==> src/rtl/sigmul_cs_resolve.sv <==
// Final carry-propagate stage for the significand multiplier: resolves the
// redundant sum/carry pair into a binary product, one CHUNK-bit slice per clock.
module sigmul_cs_resolve #(
    parameter  int NSIG  = 10,
    parameter  int CHUNK = 6,
    localparam int W     = 2*NSIG+2
) (
    input  logic         clk,
    input  logic         rst,
    input  logic         in_valid,
    output logic         in_ready,
    input  logic [W-1:0] in_s,
    input  logic [W-1:0] in_c,
    output logic         out_valid,
    input  logic         out_ready,
    output logic [W-1:0] out_p,
    output logic         out_cout,
    output logic         busy
);

    localparam int CHUNK_SAFE = (CHUNK < 1) ? 1 : CHUNK;
    localparam int NCHUNK     = (W + CHUNK_SAFE - 1) / CHUNK_SAFE;
    // A chunk wider than the product collapses to a single W-bit lane.
    localparam int LANE_W     = (CHUNK_SAFE < W) ? CHUNK_SAFE : W;
    localparam int LAST_W     = W - (NCHUNK-1)*LANE_W;
    localparam int IDX_W      = (NCHUNK > 1) ? $clog2(NCHUNK) : 1;

    generate
        if (CHUNK < 1) begin : g_chunk_check
            $error("sigmul_cs_resolve: CHUNK must be at least 1");
        end
    endgenerate

    typedef enum logic [1:0] {
        ST_IDLE,
        ST_ADD,
        ST_DONE
    } state_t;

    state_t             state_reg;
    logic [W-1:0]       s_reg;
    logic [W-1:0]       c_reg;
    logic [W-1:0]       p_reg;
    logic [W-1:0]       p_next;
    logic               carry_reg;
    logic               cout_reg;
    logic [IDX_W-1:0]   idx_reg;

    logic [LANE_W-1:0]  s_lane [NCHUNK];
    logic [LANE_W-1:0]  c_lane [NCHUNK];
    logic [LANE_W-1:0]  s_cur;
    logic [LANE_W-1:0]  c_cur;
    logic [LANE_W:0]    sum_cur;
    logic               last_slice;
    logic               slice_cy;

    // Each lane is the operand slice zero-extended to the adder width; the
    // narrower top lane has its carry picked off at bit LAST_W instead.
    generate
        for (genvar gi = 0; gi < NCHUNK; gi++) begin : g_lane
            localparam int LO = gi*LANE_W;
            localparam int WK = (gi == NCHUNK-1) ? LAST_W : LANE_W;

            assign s_lane[gi] = LANE_W'(s_reg[LO +: WK]);
            assign c_lane[gi] = LANE_W'(c_reg[LO +: WK]);
            assign p_next[LO +: WK] = (idx_reg == IDX_W'(gi)) ? sum_cur[WK-1:0]
                                                              : p_reg[LO +: WK];
        end
    endgenerate

    always_comb begin
        s_cur      = s_lane[idx_reg];
        c_cur      = c_lane[idx_reg];
        sum_cur    = {1'b0, s_cur} + {1'b0, c_cur} + {{LANE_W{1'b0}}, carry_reg};
        last_slice = (idx_reg == IDX_W'(NCHUNK-1));
        slice_cy   = last_slice ? sum_cur[LAST_W] : sum_cur[LANE_W];
    end

    always_ff @(posedge clk) begin
        if (rst) begin
            state_reg <= ST_IDLE;
            s_reg     <= '0;
            c_reg     <= '0;
            p_reg     <= '0;
            carry_reg <= 1'b0;
            cout_reg  <= 1'b0;
            idx_reg   <= '0;
        end else begin
            case (state_reg)
                ST_IDLE: begin
                    if (in_valid) begin
                        s_reg     <= in_s;
                        c_reg     <= in_c;
                        carry_reg <= 1'b0;
                        idx_reg   <= '0;
                        state_reg <= ST_ADD;
                    end
                end
                ST_ADD: begin
                    p_reg     <= p_next;
                    carry_reg <= slice_cy;
                    if (last_slice) begin
                        cout_reg  <= slice_cy;
                        idx_reg   <= '0;
                        state_reg <= ST_DONE;
                    end else begin
                        idx_reg <= idx_reg + IDX_W'(1);
                    end
                end
                ST_DONE: begin
                    if (out_ready) begin
                        state_reg <= ST_IDLE;
                    end
                end
                default: state_reg <= ST_IDLE;
            endcase
        end
    end

    assign in_ready  = (state_reg == ST_IDLE) && !rst;
    assign out_valid = (state_reg == ST_DONE);
    assign busy      = (state_reg != ST_IDLE);
    assign out_p     = p_reg;
    assign out_cout  = cout_reg;

endmodule

==> config.mk <==
export PLATFORM = sky130hd
export DESIGN_NAME = sigmul_cs_resolve
export DESIGN_NICKNAME = d
export VERILOG_FILES = /design/src/rtl/sigmul_cs_resolve.sv
export SDC_FILE = /design/constraint.sdc
export NUM_CORES = 1
export LEC_CHECK = 0
export CAP_MARGIN = 20
export CORE_UTILIZATION = 44
export CTS_BUF_LIST = sky130_fd_sc_hd__clkbuf_16
export DETAILED_ROUTE_END_ITERATION = 10
export GPL_ROUTABILITY_DRIVEN = 0
export GPL_TIMING_DRIVEN = 0
export PLACE_DENSITY_LB_ADDON = 0.3
export SYNTH_ARGS = -nofsm -noshare
export SYNTH_HDL_FRONTEND = slang
export SYNTH_SLANG_ARGS = --single-unit
export TNS_END_PERCENT = 20
==> constraint.sdc <==
create_clock -name clk -period 3.1 [get_ports clk]
set_input_delay 0.31 -clock clk [delete_from_list [all_inputs] [get_ports clk]]
set_output_delay 0.31 -clock clk [all_outputs]
set_load 0.01 [all_outputs]
== Word-level counts from Yosys, hierarchy flattened ==
Cells that the tools add are included.
Cells by class
  add/sub/neg operators: 3
  magnitude comparators: 1
  equality and inequality tests: 8
  multiplexer cells: 16
  bitwise gates (word level): 1
  reductions and logical operators: 13
Operators with widths (count)
  $bmux 6 s2: 2
  $mux 6: 4
  $reduce_and 2->1: 6
  $mux 2: 5
  $add 6x6->7: 1
  $add 7x1->7: 1
  $eq 2x2->1 const B: 3
  $pmux 2 s3: 1
  $eq 2x1->1 const B: 2
  $logic_not 2->1: 2
  $ne 2x2->1 const B: 2
  $pmux 2 s2: 1
  $reduce_bool 2->1: 2
  $ge 3x3->1 const B: 1
  $not 2->3: 1
  $reduce_and 3->1: 1
  $add 2x1->2 const B: 1
  $mux 1: 2
  $ne 2x1->1 const B: 1
  $pmux 1 s2: 1
  $logic_and 1x1->1: 1
  $logic_not 1->1: 1
Word-level totals
  register bits after elaboration: 72
  input port bits: 48
  output and inout port bits: 26
  word-level logic and storage cells: 52

== Longest topological paths before layout ==
  depth after elaboration: 8
  depth in mapped cells: 10
  gate-level depth less buffers: 9

== Worst setup path after synthesis ==
Ideal clock, no wire load.
  path type: register -> register
  start point: register idx_reg[0]
  end point: register p_reg[10] (netlist: out_p[10])
  setup time: 0.137 ns
  arrival: 2.377 ns
  data required time: 2.963 ns
  setup slack: 0.587 ns
  cell stages (with the launch flop): 11
  buffers on the path: 1
  period minus slack after synthesis: 2.513 ns
  path through: dfxtp_1 -> buf_4 -> mux4_2 -> inv_1 -> fa_1 -> inv_1 -> fa_1 -> a21oi_1 -> nor2b_1 -> o31ai_1 -> o21ai_0
On the way
  cells in the longest elaborated chain, start to end: 6
  elaborated cells between the ends (all ways): 11
  classes of those cells: 2 x add/sub; 1 x eq/ne; 6 x mux; 1 x bitwise; 1 x reduce/logical
RTL lines
  from (decl): line 47  | logic [IDX_W-1:0] idx_reg;
  from (signal assigned): line 107  | idx_reg <= idx_reg + IDX_W'(1);
  $not 2->3 (not written as such): line 72, 73
  $bmux 6 s2, on equally long branches: line 72, 73
  $mux 6, on equally long branches (2 in a row): line 72, 73
  $add 6x6->7: line 74  | sum_cur = {1'b0, s_cur} + {1'b0, c_cur} + {{LANE_W{1'b0}}, carry_reg};
  $add 7x1->7: line 74
  to (signal assigned): line 100  | p_reg <= p_next;
  to (decl): line 43  | logic [W-1:0] p_reg;
Parallel ways exist; a longest one is shown, timed or not. The select of a mux whose other input is x is not followed.
A chain may end at the register's enable or synchronous reset.

== Worst setup path in the final report ==
  start point: register idx_reg[0]
  end point: register p_reg[4] (netlist: out_p[4])
The elaborated chain is that of the path after synthesis.

==> flow_summary.json <==
{
  "vdd_drop_max_mv": 0.272,
  "area_growth_pct": 35.9,
  "drtPass1Iterations": 5,
  "async_flop_share_pct": 0,
  "synth_area_per_cell_sq_um": 8.63,
  "cp-start-kind": "flop",
  "status": "finished, final reports clean",
  "cts_buffer_depth": 2,
  "num-nets-final": 516,
  "ioPinCount": 74,
  "grtUsageTotal_pct": 22.3,
  "powerDensity_nw_per_um2": 540,
  "grt_setup_unrepaired": "no",
  "cp_max_fo": 8,
  "synth_xor_area_share_pct": 0.272,
  "finalCriticalPeriod_ns": 2.86,
  "grt_antenna_before_repair": 0,
  "path_class": "reg2reg",
  "syn_inst": 373,
  "die_w_um": 87.6,
  "postCtsHoldBufs": 0,
  "hold_violations": 0,
  "grt_max_degree": 12,
  "dp_cells": 542,
  "drt_iter0_drc": 110,
  "synth_area_sq_um": 3220,
  "arrival_ns": 3.05,
  "setup_viol": 0,
  "clk_pin_slew_ns": 0.05,
  "synth-seq-area-share_pct": 44.8,
  "synth_top_family_by_area": "simple AND/OR/NAND/NOR gates",
  "ys_ff_latch": 72,
  "cts_root_buf": "clkbuf_16",
  "vias": 2853,
  "clkLatencyLatePin_ns": 0.33,
  "num_rows": 30,
  "final_max_slew_viol_count": 0,
  "clock_skew_ns": 0.00675,
  "period_share_pct": 92.2,
  "muxShareOfSynthArea_pct": 7.15,
  "vias_per_cell": 5.12,
  "drc": 0,
  "htree_levels": 3,
  "relSlewSlack_pct": 65.2,
  "ys_types": 43,
  "overflow": 0,
  "antenna_cells": 0,
  "detailed_place_hpwl_um": 5760,
  "finalWirelength_um": 7870,
  "grt_pass1_wl_um": 13000,
  "wire_per_inst_um": 14.1,
  "drive_gt1_share_pct": 10.4,
  "setup_ws_ns": 0.240,
  "synth_fp_nets": 432,
  "fmax_mhz": 350,
  "required_ns": 3.29,
  "core-area_sq_um": 6940,
  "synthSimpleGateAreaFrac_pct": 20.6,
  "numCtsBuffers": 9,
  "grt_pass1_vias": 2853,
  "stdcell_count": 557,
  "ys.warnings.count": 0,
  "io_buffers": 73,
  "hp-class": "reg2reg",
  "maxCapViolations": 0,
  "antenna_left": 0,
  "tns_ns": 0,
  "start_util_pct": 46.4,
  "synth_ff_type": "dfxtp_1",
  "synth_fa_ha_area_share_pct": 4.74,
  "dpl_worst_slack_ns": 0.0794,
  "endpoint_kind": "flop",
  "synth_compound_area_share_pct": 16.9,
  "cts_sinks": 72,
  "synth_edf_count": 0,
  "cts_tree": "done",
  "leakage_nw": 1.63,
  "tightest_slew_ns": 0.522,
  "die_area_sq_um": 7670,
  "die_height_um": 87.6,
  "reg2reg_setup_slack_ns": 0.24
}
[cells in the mapped netlist, types with 2 or more instances]
| library cell | instances | share of area [%] |
|---|---|---|
| buf_6 | 3 | 1.0 |
| fa_1 | 2 | 1.2 |
| o21a_1 | 4 | 0.93 |
| a21oi_1 | 57 | 8.9 |
| nand2_1 | 109 | 13 |
| nand3b_1 | 7 | 1.6 |
| mux2i_1 | 5 | 1.6 |
| nor4b_1 | 2 | 0.54 |
| mux4_2 | 8 | 5.6 |
| nor2b_1 | 2 | 0.39 |
| nor3b_1 | 2 | 0.47 |
| and2_2 | 2 | 0.47 |
| buf_4 | 5 | 1.2 |
| o22ai_1 | 3 | 0.58 |
| a211oi_1 | 8 | 1.9 |
| inv_1 | 8 | 0.93 |
| and2_4 | 2 | 0.54 |
| nor2_1 | 13 | 1.5 |
| buf_2 | 9 | 1.4 |
| dfxtp_1 | 72 | 45 |
| clkbuf_1 | 9 | 1.0 |
| o211ai_1 | 4 | 0.93 |
| ha_1 | 9 | 3.5 |
| o21ai_0 | 9 | 1.4 |
[placed cells by master (no fill, tap or decap), types with 5 or more instances in the layout]
cell type          n
nor2_1            13
buf_4              5
a211oi_1           8
a21oi_1           57
ha_1               9
clkbuf_16          9
clkdlybuf4s50_1   73
dfxtp_1           72
o21ai_0            9
mux4_2             8
nand2_1          109
inv_1              9
mux2i_1            5
buf_2              9
clkbuf_1           9
nand3b_1           7
[cell families after synthesis]
| kind of cell | count (synthesis) |
|---|---|
| DFF | 72 |
| xor gates and xnor gates | 1 |
| and+or+nand+nor | 149 |
| buffers and inverters | 34 |
| AOI/OAI and AO/OA | 93 |
| adders and majority gates | 11 |
| muxes | 13 |
[area by class of cell]
cell class | instances | area [sq um]
Sequential cell | 72 | 1440
Buffer | 26 | 150
Multi-Input combinational cell | 267 | 1600
Clock inverter | 6 | 76.3
Timing Repair Buffer | 73 | 731
Clock buffer | 9 | 225
Tap cell | 96 | 120
Inverter | 8 | 30.0
Fill cell | 594 | 2570
[critical path, stage by stage (launching register included)]
cell and delay [ns]:
dfxtp_1 0.37, buf_4 0.23, mux4_2 0.52, inv_1 0.11, fa_1 0.23, inv_1 0.07
fa_1 0.42, a21oi_1 0.16, nor2b_1 0.08, o31ai_2 0.37, o21ai_0 0.17
[metrics by stage]
| stage | power (mW) | hold WS [ns] | cell area (sq um) | util, % |
|---|---|---|---|---|
| CTS | 2.37 | 0.454 | 4370 | 63.0 |
| global placement | 1.32 | 0.439 | 4070 | 58.6 |
| global route | 2.44 | 0.468 | 4380 | 63.0 |
| detailed placement | 1.33 | 0.447 | 4070 | 58.6 |
| finish | 2.36 | 0.454 | 4380 | 63.0 |
| floorplan | 1.19 | 0.433 | 3220 | - |
[repair_timing]
action / CTS / global route
resized for setup: 0 / 1
setup buffers: 0 / 0
endpoints found under the setup margin: 0 / 5
[metal layers]
layer / GRT usage [%] / up-vias / routed length, um
li1: - / 1442 / -
met1: 26.2 / 1314 / 3510
met5: 0 / - / 0
met2: 40.1 / 90 / 3870
met4: 9.99 / 0 / 82
met3: 3.49 / 7 / 412
[report_power, final]
part	switching (mW)	internal (mW)
Clock	0.363	0.689
Combinational	0.154	0.161
Sequential	0.0248	0.971
Total	0.542	1.82
[path summary, 6_finish.rpt]
check | startpoint | endpoint | depth (start not counted)
setup / recovery | idx_reg[0] | out_p[4] | 10
hold / removal | out_p[7] | out_p[7] | 2
setup reg to reg | idx_reg[0] | out_p[4] | 10
hold reg to reg | out_p[7] | out_p[7] | 2
(Power assumes the default switching activity.)
